**config.mk**
```make
export PLATFORM = sky130hd
export DESIGN_NAME = dual_port_ram_be
export DESIGN_NICKNAME = d
export VERILOG_FILES = /design/src/rtl/dual_port_ram_be.sv
export SDC_FILE = /design/constraint.sdc
export NUM_CORES = 1
export LEC_CHECK = 0
export CAP_MARGIN = 20
export CORE_MARGIN = 3
export CORE_UTILIZATION = 33
export CTS_CLUSTER_SIZE = 16
export DETAILED_ROUTE_END_ITERATION = 10
export GPL_ROUTABILITY_DRIVEN = 0
export SYNTH_ARGS = -nofsm -noshare
export SYNTH_HDL_FRONTEND = slang
export SYNTH_SLANG_ARGS = --single-unit
```
**constraint.sdc**
```tcl
create_clock -name clk -period 3.3 [get_ports clk]
set_input_delay 0.99 -clock clk [delete_from_list [all_inputs] [get_ports clk]]
set_output_delay 0.99 -clock clk [all_outputs]
set_load 0.1 [all_outputs]
```
**src/rtl/dual_port_ram_be.sv**
```systemverilog
// Simple dual-port RAM with per-byte write enables on one clock.
// Registered read path, optional second output register.
module dual_port_ram_be #(
  parameter int ADDR_WIDTH = 5,
  parameter int DATA_WIDTH = 32,
  parameter int RDW_MODE   = 0,
  parameter int OUT_REG    = 0
) (
  input  logic                    clk,
  input  logic                    sync_reset,
  input  logic [ADDR_WIDTH-1:0]   waddr,
  input  logic [DATA_WIDTH-1:0]   din,
  input  logic                    write_en,
  input  logic [DATA_WIDTH/8-1:0] byte_en,
  input  logic [ADDR_WIDTH-1:0]   raddr,
  input  logic                    read_en,
  output logic [DATA_WIDTH-1:0]   dout,
  output logic                    dout_valid
);

  localparam int NB    = DATA_WIDTH / 8;
  localparam int DEPTH = 1 << ADDR_WIDTH;

  if (DATA_WIDTH % 8 != 0) begin : g_bad_width
    $error("DATA_WIDTH must be a multiple of 8");
  end

  logic [DATA_WIDTH-1:0] mem [DEPTH];
  logic [DATA_WIDTH-1:0] rd_word;
  logic [DATA_WIDTH-1:0] s1_data;
  logic                  s1_valid;

  always_ff @(posedge clk) begin
    if (write_en && !sync_reset) begin
      for (int i = 0; i < NB; i++) begin
        if (byte_en[i]) begin
          mem[waddr][8*i +: 8] <= din[8*i +: 8];
        end
      end
    end
  end

  // Write-through merges the enabled din bytes into the read word.
  always_comb begin
    rd_word = mem[raddr];
    if (RDW_MODE != 0 && write_en && waddr == raddr) begin
      for (int i = 0; i < NB; i++) begin
        if (byte_en[i]) begin
          rd_word[8*i +: 8] = din[8*i +: 8];
        end
      end
    end
  end

  always_ff @(posedge clk) begin
    if (sync_reset) begin
      s1_data  <= '0;
      s1_valid <= 1'b0;
    end else begin
      s1_valid <= read_en;
      if (read_en) begin
        s1_data <= rd_word;
      end
    end
  end

  if (OUT_REG != 0) begin : g_out_reg
    logic [DATA_WIDTH-1:0] s2_data;
    logic                  s2_valid;

    always_ff @(posedge clk) begin
      if (sync_reset) begin
        s2_data  <= '0;
        s2_valid <= 1'b0;
      end else begin
        s2_data  <= s1_data;
        s2_valid <= s1_valid;
      end
    end

    assign dout       = s2_data;
    assign dout_valid = s2_valid;
  end else begin : g_no_out_reg
    assign dout       = s1_data;
    assign dout_valid = s1_valid;
  end

endmodule
```
After elaboration in Yosys (flattened, before gate mapping):

Memories as Yosys holds them, arrays and structs flattened. A register that Yosys moved wholly into a read port is not among the register bits.
Index checks and enable logic that the tools add are counted.

* $add $sub $neg: 0
* $mul: 0
* div/mod/pow operators: 0
* $lt $le $gt $ge: 0
* eq/ne operators: 0
* shift-type cells: 0
* multiplexer cells: 12
* bitwise gates (word level): 0
* reduce and logical (&&, ||, !) cells: 2

Operators with widths (number)
* two-way mux 1 bit: 12
* logical AND 1 bit: 1
* logical NOT 1 bit: 1

* register bits after elaboration: 1
* bits in latches: 0
* RAM bits: 1024
* ROM bits: 0
* input bits: 50
* output and inout bits: 33
* logic and storage cells: 16
* memories: 1

Memory list
* mem: depth 32, bits a word 32, read ports 1, clocked after memory_dff 1, wr ports 1, RTL line 28 `logic [DATA_WIDTH-1:0] mem [DEPTH];`

Depth between registers and ports, before layout:

Gate-level depths: netlist (run 1).

* depth after elaboration: 4
* depth in mapped cells: 8
* mapped depth without buffers: 5

Least setup slack after synthesis (run 1):

Ideal clock, no wire load.

* path type: input -> register
* start point: in raddr[0]
* end point: reg s1_data[27], in the netlist dout[27], read port of mem
* library setup time: 0.081 ns
* data arrival time: 2.517 ns
* data required time: 3.219 ns
* setup slack: 0.702 ns
* stages on the path: 8
* buffers on the path: 3
* cells stage by stage: buf_4 > buf_12 > buf_8 > mux2i_1 > a22oi_1 > a21oi_1 > or4_1 > a211oi_2

RTL lines
* from (decl): RTL line 15 `input logic [ADDR_WIDTH-1:0] raddr,`
* to (decl): RTL line 30 `logic [DATA_WIDTH-1:0] s1_data;`

==> results.toml, run 1 <==
[run_status]
status = "finished clean"

[timing]
period_share_pct = 85.93
fmax_ghz = 0.3527
rsz0062_at_grt = "false"
worstMarginPinSlew_ps = 1023
slew_viol_final = 0
tns_ps = 0
setup_viol = 0
hold_violations = 0
timing.hold.ws_ps = 533.5
post-route-min-period_ps = 2836
fin_skew_ps = 25.04
maxSlewHeadroom_pct = 31.79

[synthesis]
synthMostInstantiatedCell = "edfxtp_1"
synth_edf_count = 1024
yosys.area_share.simple_pct = 2.684
async_flop_share_pct = 0
synth_common_cells = "edfxtp_1 (1024), mux2i_1 (512), a22oi_1 (256)"
ys_seq_area_share_pct = 75.63
yosys.cell_types.count = 24
synth_warnings = 0
synth_compound_area_share_pct = 7.134
muxShareOfSynthArea_pct = 12.34
synth_area_um2 = 41530
synth_top_cell_area_share_pct = 74.04
yosys.area_share.xor_xnor_pct = 0
yosys_register_bits = 1057
ys_top_cells_by_area = "edfxtp_1 (74%), mux2i_1 (12%), a22oi_1 (4.6%)"
yosys.area_share.adder_pct = 0
synth_top_family_by_area = "multiplexers"
syn_avg_cell_area_um2 = 17.39
synth_top_flop_cell = "edfxtp_1"
synth_area_leader_cell = "edfxtp_1"
syn_inst = 2388
syn_nets = 2438

[worst_setup_path]
cp_slowest_stage_delay_ps = 630
critical_path.cell_chain = "clkdlybuf4s50_1 > and2_4 > buf_12 > a22oi_1 > a21oi_1 > or4_1 > a211oi_2"
cp_num_cells = 7
crit_path_top_delay_cell = "or4_1"
critPathRequiredTime_ps = 3870
cp_max_fo = 60
path_class = "input pin to register"
crit_buf_inv = 2
cp.arrival_ps = 3400
r2r-start = "mem[20][21]"
crit_path_end_kind = "register"
reg2reg_depth = 5
crit_family = "simple AND/OR/NAND/NOR gates"
crit_start = "raddr[1]"
startpoint_type = "input pin"

[cells_and_area]
final_nets = 2719
finalNonFillerCells = 4400
fillers = 11180
area_growth_pct = 18.56
layout-drive-gt1-share_pct = 17.20
multi_input_area_um2 = 9233
ff_latch_area_um2 = 31410

[routing]
vias_per_cell = 5.142
wl_um = 106900
wl_per_cell_um = 24.29
dr_total_vias = 22630
drtAntennaViolNets = 0
drt_pass1_iterations = 6
first_iter_violations = 2548
drc = 0

[floorplan]
start_util_pct = 33.42
fp.dieArea_um2 = 130100
die_w_um = 360.8
io_pins = 83
core_um2 = 124300
die_h_um = 360.8
row_count = 129

[clocking]
ctsRootBufferMaster = "clkbuf_16"
htreeDepth = 3
cts.reportedPaths.clkPinSlew_ps = 60
ctsLongestPathBuffers = 3
cts_resized = 0
cts_buffers = 107
clock_latency_ps = 670
cts_hold_buf = 0
cts_num_sinks = 1057
post_cts_buffers = 0
cts_tree = "yes"

[global_routing]
grt-ovfl-total = 0
antenna_found_initial = 5
grt_pass1_vias = 23220
grt_max_degree = 64
grt_pass1_wl_um = 156300
grt_use_total_pct = 16.01

[min_path]
hp-class = "register to register"
holdPathStages = 2
hold_start = "dout[13]"

[placement]
io_buffers = 82
dp_hpwl_um = 67560
dp.cells = 4197

[power_and_ir_drop]
p_per_area_nw_per_um2 = 587.4
ir_drop_uv = 524.7
leakagePower_nw = 17.09

[run]
maxCapViolCount = 0
==> worst register-to-register path, stage by stage, from the launching register on <==
cell	delay (ps)
edfxtp_1	330
mux2i_1	70
a22oi_1	240
a21oi_1	160
or4_1	630
a211oi_2	270
==> metal layers <==
metal  up-vias  wire length (um)  GRT usage [%]
li1      10040                 -              -
met1     11610             45950          21.99
met2       810             50190          25.78
met3       158              8024          3.504
met4         6              2670          4.213
met5         -                36              0
==> cells by family (layout without fill, tap and decap cells) <==
| logic type | Yosys count | count (layout) |
|---|---|---|
| buffers and inverters | 152 | 525 |
| DFF | 1057 | 1057 |
| AOI/OAI and AO/OA | 416 | 416 |
| other | 0 | 2 |
| muxes | 512 | 512 |
| and+or+nand+nor | 251 | 251 |
==> cell usage in the layout (no fill, tap or decap), drive strengths merged, types with 38 or more instances in the layout <==
cell / count
edfxtp: 1024
mux2i: 512
buf: 278
a22oi: 256
nor2: 163
clkbuf: 144
a21oi: 128
clkdlybuf4s50: 46
clkinv: 39
nand2: 38
==> state kept, by name, summed over array words and instances, names as in the netlist <==
| signal | cells |
|---|---|
| dout_valid | 1 |
| dout | 32 |
| mem | 1024 |
==> metrics by stage <==
stage	utilization (%)	worst slack, ps	power [W]	area (um2)
after floorplan	-	701.9	0.01617	41530
after global placement	36.73	-146.4	0.01692	45640
after detailed placement	36.73	-157.7	0.01695	45640
after CTS	39.61	531.8	0.02916	49230
after global routing	39.61	434.5	0.02980	49230
final	39.62	464.4	0.02892	49240
==> where the power goes <==
part	switching (W)	internal [W]
clock network	0.00494	0.00732
logic	0.00123	0.000582
registers	0.0000553	0.0148
total	0.00623	0.0227
==> area by class of cell <==
type / instances / area share (%)
clock buffers: 144 / 5.870
diodes: 2 / 0.01016
well taps: 1637 / 4.160
multi-input cells: 1179 / 18.75
clock inverters: 57 / 1.418
flip-flops and latches: 1057 / 63.79
repair buffers: 324 / 5.997
==> final timing paths <==
path,end,slack [ps]
worst max-delay path,dout[21],460
worst min-delay path,dout[13],530
worst max register to register,dout[21],1510
worst min register to register,dout[13],530
(Power assumes the default switching activity.)
==> run 2, diff against run 1 <==
--- a/config.mk
+++ b/config.mk
@@ -6,11 +6,13 @@
 export NUM_CORES = 1
 export LEC_CHECK = 0
 export CAP_MARGIN = 20
+export CORE_ASPECT_RATIO = 1.5
 export CORE_MARGIN = 3
 export CORE_UTILIZATION = 33
 export CTS_CLUSTER_SIZE = 16
 export DETAILED_ROUTE_END_ITERATION = 10
 export GPL_ROUTABILITY_DRIVEN = 0
+export SLEW_MARGIN = 40
 export SYNTH_ARGS = -nofsm -noshare
 export SYNTH_HDL_FRONTEND = slang
 export SYNTH_SLANG_ARGS = --single-unit
==> run 2 against run 1 <==
Combinational power increased by 3%. Via count decreased by 0.68%. Sequential share of layout area increased by 0.17 points. Critical path depth increased by 1. Cell count decreased by 0.45%. Core utilization decreased by 0.13 points. Maximum frequency increased by 2.9%. Non-clock buffer count increased by 48. Count of clock-buffer cells in the layout decreased by 27. Wire length increased by 0.95%. Worst hold slack improved by 10 ps. Global-route usage increased by 0.39 points. Largest cell class unchanged. Highest routed layer unchanged.
==> results.toml, run 2 (synthesized netlist as in run 1, its figures left out) <==
[run_status]
status = "finished clean"

[worst_setup_path]
crit_path_end_kind = "register"
critPathRequiredTime_ps = 3880
path_class = "input pin to register"
cp.arrival_ps = 3340
startpoint_type = "input pin"
crit_start = "raddr[1]"
r2r-start = "mem[29][9]"
cp_max_fo = 9

[cells_and_area]
fin_area_um2 = 49100
largest_reg_flops = 1024
final_nets = 2749
area_growth_pct = 18.24
final_common_cell = "edfxtp_1"
ff_latch_area_um2 = 31410
layout_common_cells = "edfxtp_1 (1024), mux2i_1 (512), buf_4 (288)"
fillers = 11120
finalNonFillerCells = 4380
layout-drive-gt1-share_pct = 18.08
multi_input_area_um2 = 9233
max_flop_register = "mem"

[global_routing]
antenna_found_initial = 7
grt_use_total_pct = 16.40
grt_pass1_vias = 23430
grt-ovfl-total = 0
grt_pass1_wl_um = 156700
grt_max_degree = 66

[timing]
hold_violations = 0
tns_ps = 0
rsz0062_at_grt = "false"
fin_skew_ps = 15.47
final.setup.worst_slack_ps = 543.3
period_share_pct = 83.54
slew_viol_final = 0
worstMarginPinSlew_ps = 767.1
maxSlewHeadroom_pct = 48.86
fmax_ghz = 0.3627
setup_viol = 0
post-route-min-period_ps = 2757

[power_and_ir_drop]
ir_drop_uv = 377.0
p_per_area_nw_per_um2 = 565.2
switching_share_pct = 21.59
power_frac_clock_pct = 39.8
p_int_w = 0.02176
pwr-share-seq_pct = 53.5
leakagePower_nw = 17.08
p_sw_w = 0.005992
p_comb_share_pct = 6.7

[min_path]
hold_start = "dout[0]"
hp-class = "register to register"

[clocking]
ctsLongestPathBuffers = 3
htreeDepth = 3
post_cts_buffers = 0
cts_tree = "yes"
cts.reportedPaths.clkPinSlew_ps = 70
cts_resized = 0
ctsRootBufferMaster = "clkbuf_16"
cts_num_sinks = 1057
cts_hold_buf = 0
cts_buffers = 89
clock_latency_ps = 670

[routing]
drc = 0
drtAntennaViolNets = 0
first_iter_violations = 1917
wl_um = 107900
dr_total_vias = 22470
wl_per_cell_um = 24.63
vias_per_cell = 5.131
drt_pass1_iterations = 5

[floorplan]
die_w_um = 295.7
core_um2 = 124300
fp.dieArea_um2 = 130200
start_util_pct = 33.40
row_count = 158
die_h_um = 440.5
io_pins = 83

[placement]
io_buffers = 82
placed_area_um2 = 46010
dp.cells = 4208
dp_hpwl_um = 71050
pre_cts_slack_ps = -108.9

[run]
maxCapViolCount = 0
-- run 2: worst paths after layout --
path,endpoint,slack (ps),depth (start not counted)
setup / recovery,dout[9],540,8
hold / removal,dout[0],540,2
setup reg to reg,dout[9],1480,6
hold reg to reg,dout[0],540,2
-- run 2: metal layers --
metal	part of all wire (%)	track usage [%]	wire length [um]	vias to the layer above
met4	4.7	7.533	5055	6
li1	-	-	-	10090
met1	38	18.88	41170	11530
met3	4.9	2.721	5253	205
met5	0.033	0	36	-
met2	52	29.64	56360	638
-- run 2: layout make-up --
type,count,share of cell area [%]
Clock buffer,117,5.071
Clock inverter,51,1.215
Antenna cell,4,0.02038
Multi-Input combinational cell,1179,18.80
Timing Repair Buffer,372,6.849
Tap cell,1600,4.077
Sequential cell,1057,63.97
-- run 2: worst max-delay path, cell delays in order --
cell and delay, ps:
clkdlybuf4s50_1 540, and2_4 310, buf_4 200, a22oi_1 290, buf_4 170, a21oi_1 60, or4_1 540, a211oi_2 220
-- run 2: power by group through the flow --
stage | clock (W) | combinational, W | sequential (W)
after detailed placement | 0 | 0.00187 | 0.0151
final | 0.0111 | 0.00186 | 0.0148
after CTS | 0.0113 | 0.00187 | 0.0148
after global placement | 0 | 0.00184 | 0.0151
after floorplan | 0 | 0.000809 | 0.0154
after global routing | 0.0118 | 0.00196 | 0.0148
-- run 2: through the flow --
| stage | hold WS (ps) | utilization (%) | power [W] |
|---|---|---|---|
| after CTS | 541.8 | 39.48 | 0.02799 |
| after floorplan | 845.2 | - | 0.01617 |
| after detailed placement | 525.5 | 37.00 | 0.01701 |
| after global routing | 562.1 | 39.48 | 0.02861 |
| after global placement | 535.9 | 37.00 | 0.01698 |
| final | 543.5 | 39.49 | 0.02776 |
==> run 3, diff against run 2 <==
==> constraint.sdc (replaced) <==
create_clock -name clk -period 2.7 [get_ports clk]
set_input_delay 0.81 -clock clk [delete_from_list [all_inputs] [get_ports clk]]
set_output_delay 0.81 -clock clk [all_outputs]
set_load 0.1 [all_outputs]
==> run 3 against run 2 <==
Register-to-register slack worse by 580 ps. Power is 25% higher. Sequential share of layout area is 0.76 points lower. Critical path type unchanged. Critical endpoint is now dout[30]. Largest cell class unchanged.
==> results.toml, run 3 (synthesized netlist as in run 1, its figures left out) <==
[worst_setup_path]
critPathRequiredTime_ps = 3280
path_class = "input pin to register"
crit_path_end_kind = "register"
cp_max_fo = 26
r2r_slack_ps = 900
cp.arrival_ps = 3150
startpoint_type = "input pin"

[routing]
wl_per_cell_um = 24.64
dr_total_vias = 22710
drc = 0
drtAntennaViolNets = 0
wl_um = 108900
first_iter_violations = 1889
vias_per_cell = 5.137
drt_pass1_iterations = 5

[global_routing]
use_met3_pct = 2.787
grt_use_met1_pct = 19.03
grt_use_total_pct = 16.51
grt_pass1_wl_um = 157600
grt-ovfl-total = 0
grtUsageMet2_pct = 29.72
grt_max_degree = 65
grt_pass1_vias = 23520
antenna_found_initial = 9
top_usage_layer = "met2"

[cells_and_area]
fillers = 11070
finalNonFillerCells = 4420
layout-drive-gt1-share_pct = 19.40
layout_common_cells = "edfxtp_1 (1024), mux2i_1 (512), buf_4 (315)"
final_nets = 2789
final_common_cell = "edfxtp_1"
largest_reg_flops = 1024
max_flop_register = "mem"
fin_area_um2 = 49690
area_growth_pct = 19.66

[power_and_ir_drop]
p_comb_share_pct = 6.7
pwr-share-seq_pct = 52.3
p_per_area_nw_per_um2 = 698.3
power_frac_clock_pct = 41.0
switching_share_pct = 21.60
p_int_w = 0.02720
ir_drop_uv = 428.3
leakagePower_nw = 17.38
p_sw_w = 0.007497

[timing]
rsz0062_at_grt = "false"
post-route-min-period_ps = 2570
final.setup.worst_slack_ps = 129.5
maxSlewHeadroom_pct = 46.52
setup_viol = 0
fin_skew_ps = 19.74
hold_violations = 0
worstMarginPinSlew_ps = 802.3
period_share_pct = 95.20
fmax_ghz = 0.3890
slew_viol_final = 0

[clocking]
htreeDepth = 3
post_cts_buffers = 0
cts_tree = "yes"
cts_resized = 0
cts.reportedPaths.clkPinSlew_ps = 70
ctsRootBufferMaster = "clkbuf_16"
cts_num_sinks = 1057
ctsLongestPathBuffers = 3
cts_buffers = 92
cts_hold_buf = 0
clock_latency_ps = 680

[placement]
placed_area_um2 = 46410
dp.cells = 4245
io_buffers = 82
dp_hpwl_um = 72030
pre_cts_slack_ps = -560.4

[floorplan]
row_count = 158
start_util_pct = 33.40
fp.dieArea_um2 = 130200
die_h_um = 440.5
die_w_um = 295.7
io_pins = 83
core_um2 = 124300

[run_status]
status = "finished clean"

[min_path]
hp-class = "register to register"

[run]
maxCapViolCount = 0
-- run 3: changes by cell type in the layout (fill, tap and decap cells not counted) --
cell and change:
bufinv_16 +5, buf_12 +10, clkbuf_16 +2, clkbuf_1 -5
clkbuf_8 -2, clkinv_2 -6, inv_8 +1, clkinv_8 -1
clkinvlp_4 +3, inv_6 +2, diode_2 +2, clkinv_1 -1
buf_4 +27, clkinv_4 +3
-- run 3: path summary, 6_finish.rpt --
check,startpoint,endpoint,cells past startpoint
hold reg to reg,dout[0],dout[0],2
hold / removal,dout[0],dout[0],2
setup / recovery,raddr[1],dout[30],8
setup reg to reg,mem[28][13],dout[13],5
-- run 3: area by class of cell --
| cell class | instances | area, um2 | area share, % |
|---|---|---|---|
| repair buffers | 409 | 3766 | 7.579 |
| diodes | 6 | 15.01 | 0.03021 |
| well taps | 1600 | 2002 | 4.029 |
| flip-flops and latches | 1057 | 31410 | 63.21 |
| multi-input cells | 1179 | 9233 | 18.58 |
| clock buffers | 112 | 2494 | 5.018 |
| clock inverters | 57 | 774.5 | 1.559 |
-- run 3: critical path, stage by stage --
cell             delay (ps)
clkdlybuf4s50_1         620
nor2_4                  120
buf_12                  180
buf_4                   150
a22oi_1                 270
a21oi_1                 180
or4_1                   580
a211oi_2                230
-- run 3: power by group through the flow --
stage | Sequential (W) | Clock, W | Combinational, W
after floorplan | 0.0188 | 0 | 0.000989
after global placement | 0.0185 | 0 | 0.00230
after detailed placement | 0.0185 | 0 | 0.00234
after CTS | 0.0181 | 0.0145 | 0.00235
after global routing | 0.0181 | 0.0151 | 0.00246
final | 0.0181 | 0.0142 | 0.00233
-- run 3: routing by layer --
layer | vias up | share of wire [%]
met5 | - | 0.026
met4 | 4 | 4.7
met3 | 204 | 4.9
met2 | 668 | 52
met1 | 11660 | 38
li1 | 10180 | -
-- run 3: metrics by stage --
step / utilization, % / hold slack (ps) / power, W / TNS, ps
CTS: 39.95 / 542.3 / 0.03498 / 0
global placement: 37.32 / 533.6 / 0.02080 / -49060
floorplan: - / 845.2 / 0.01976 / 0
detailed placement: 37.32 / 533.5 / 0.02085 / -83450
finish: 39.96 / 539.5 / 0.03470 / 0
global route: 39.95 / 578.5 / 0.03570 / 0
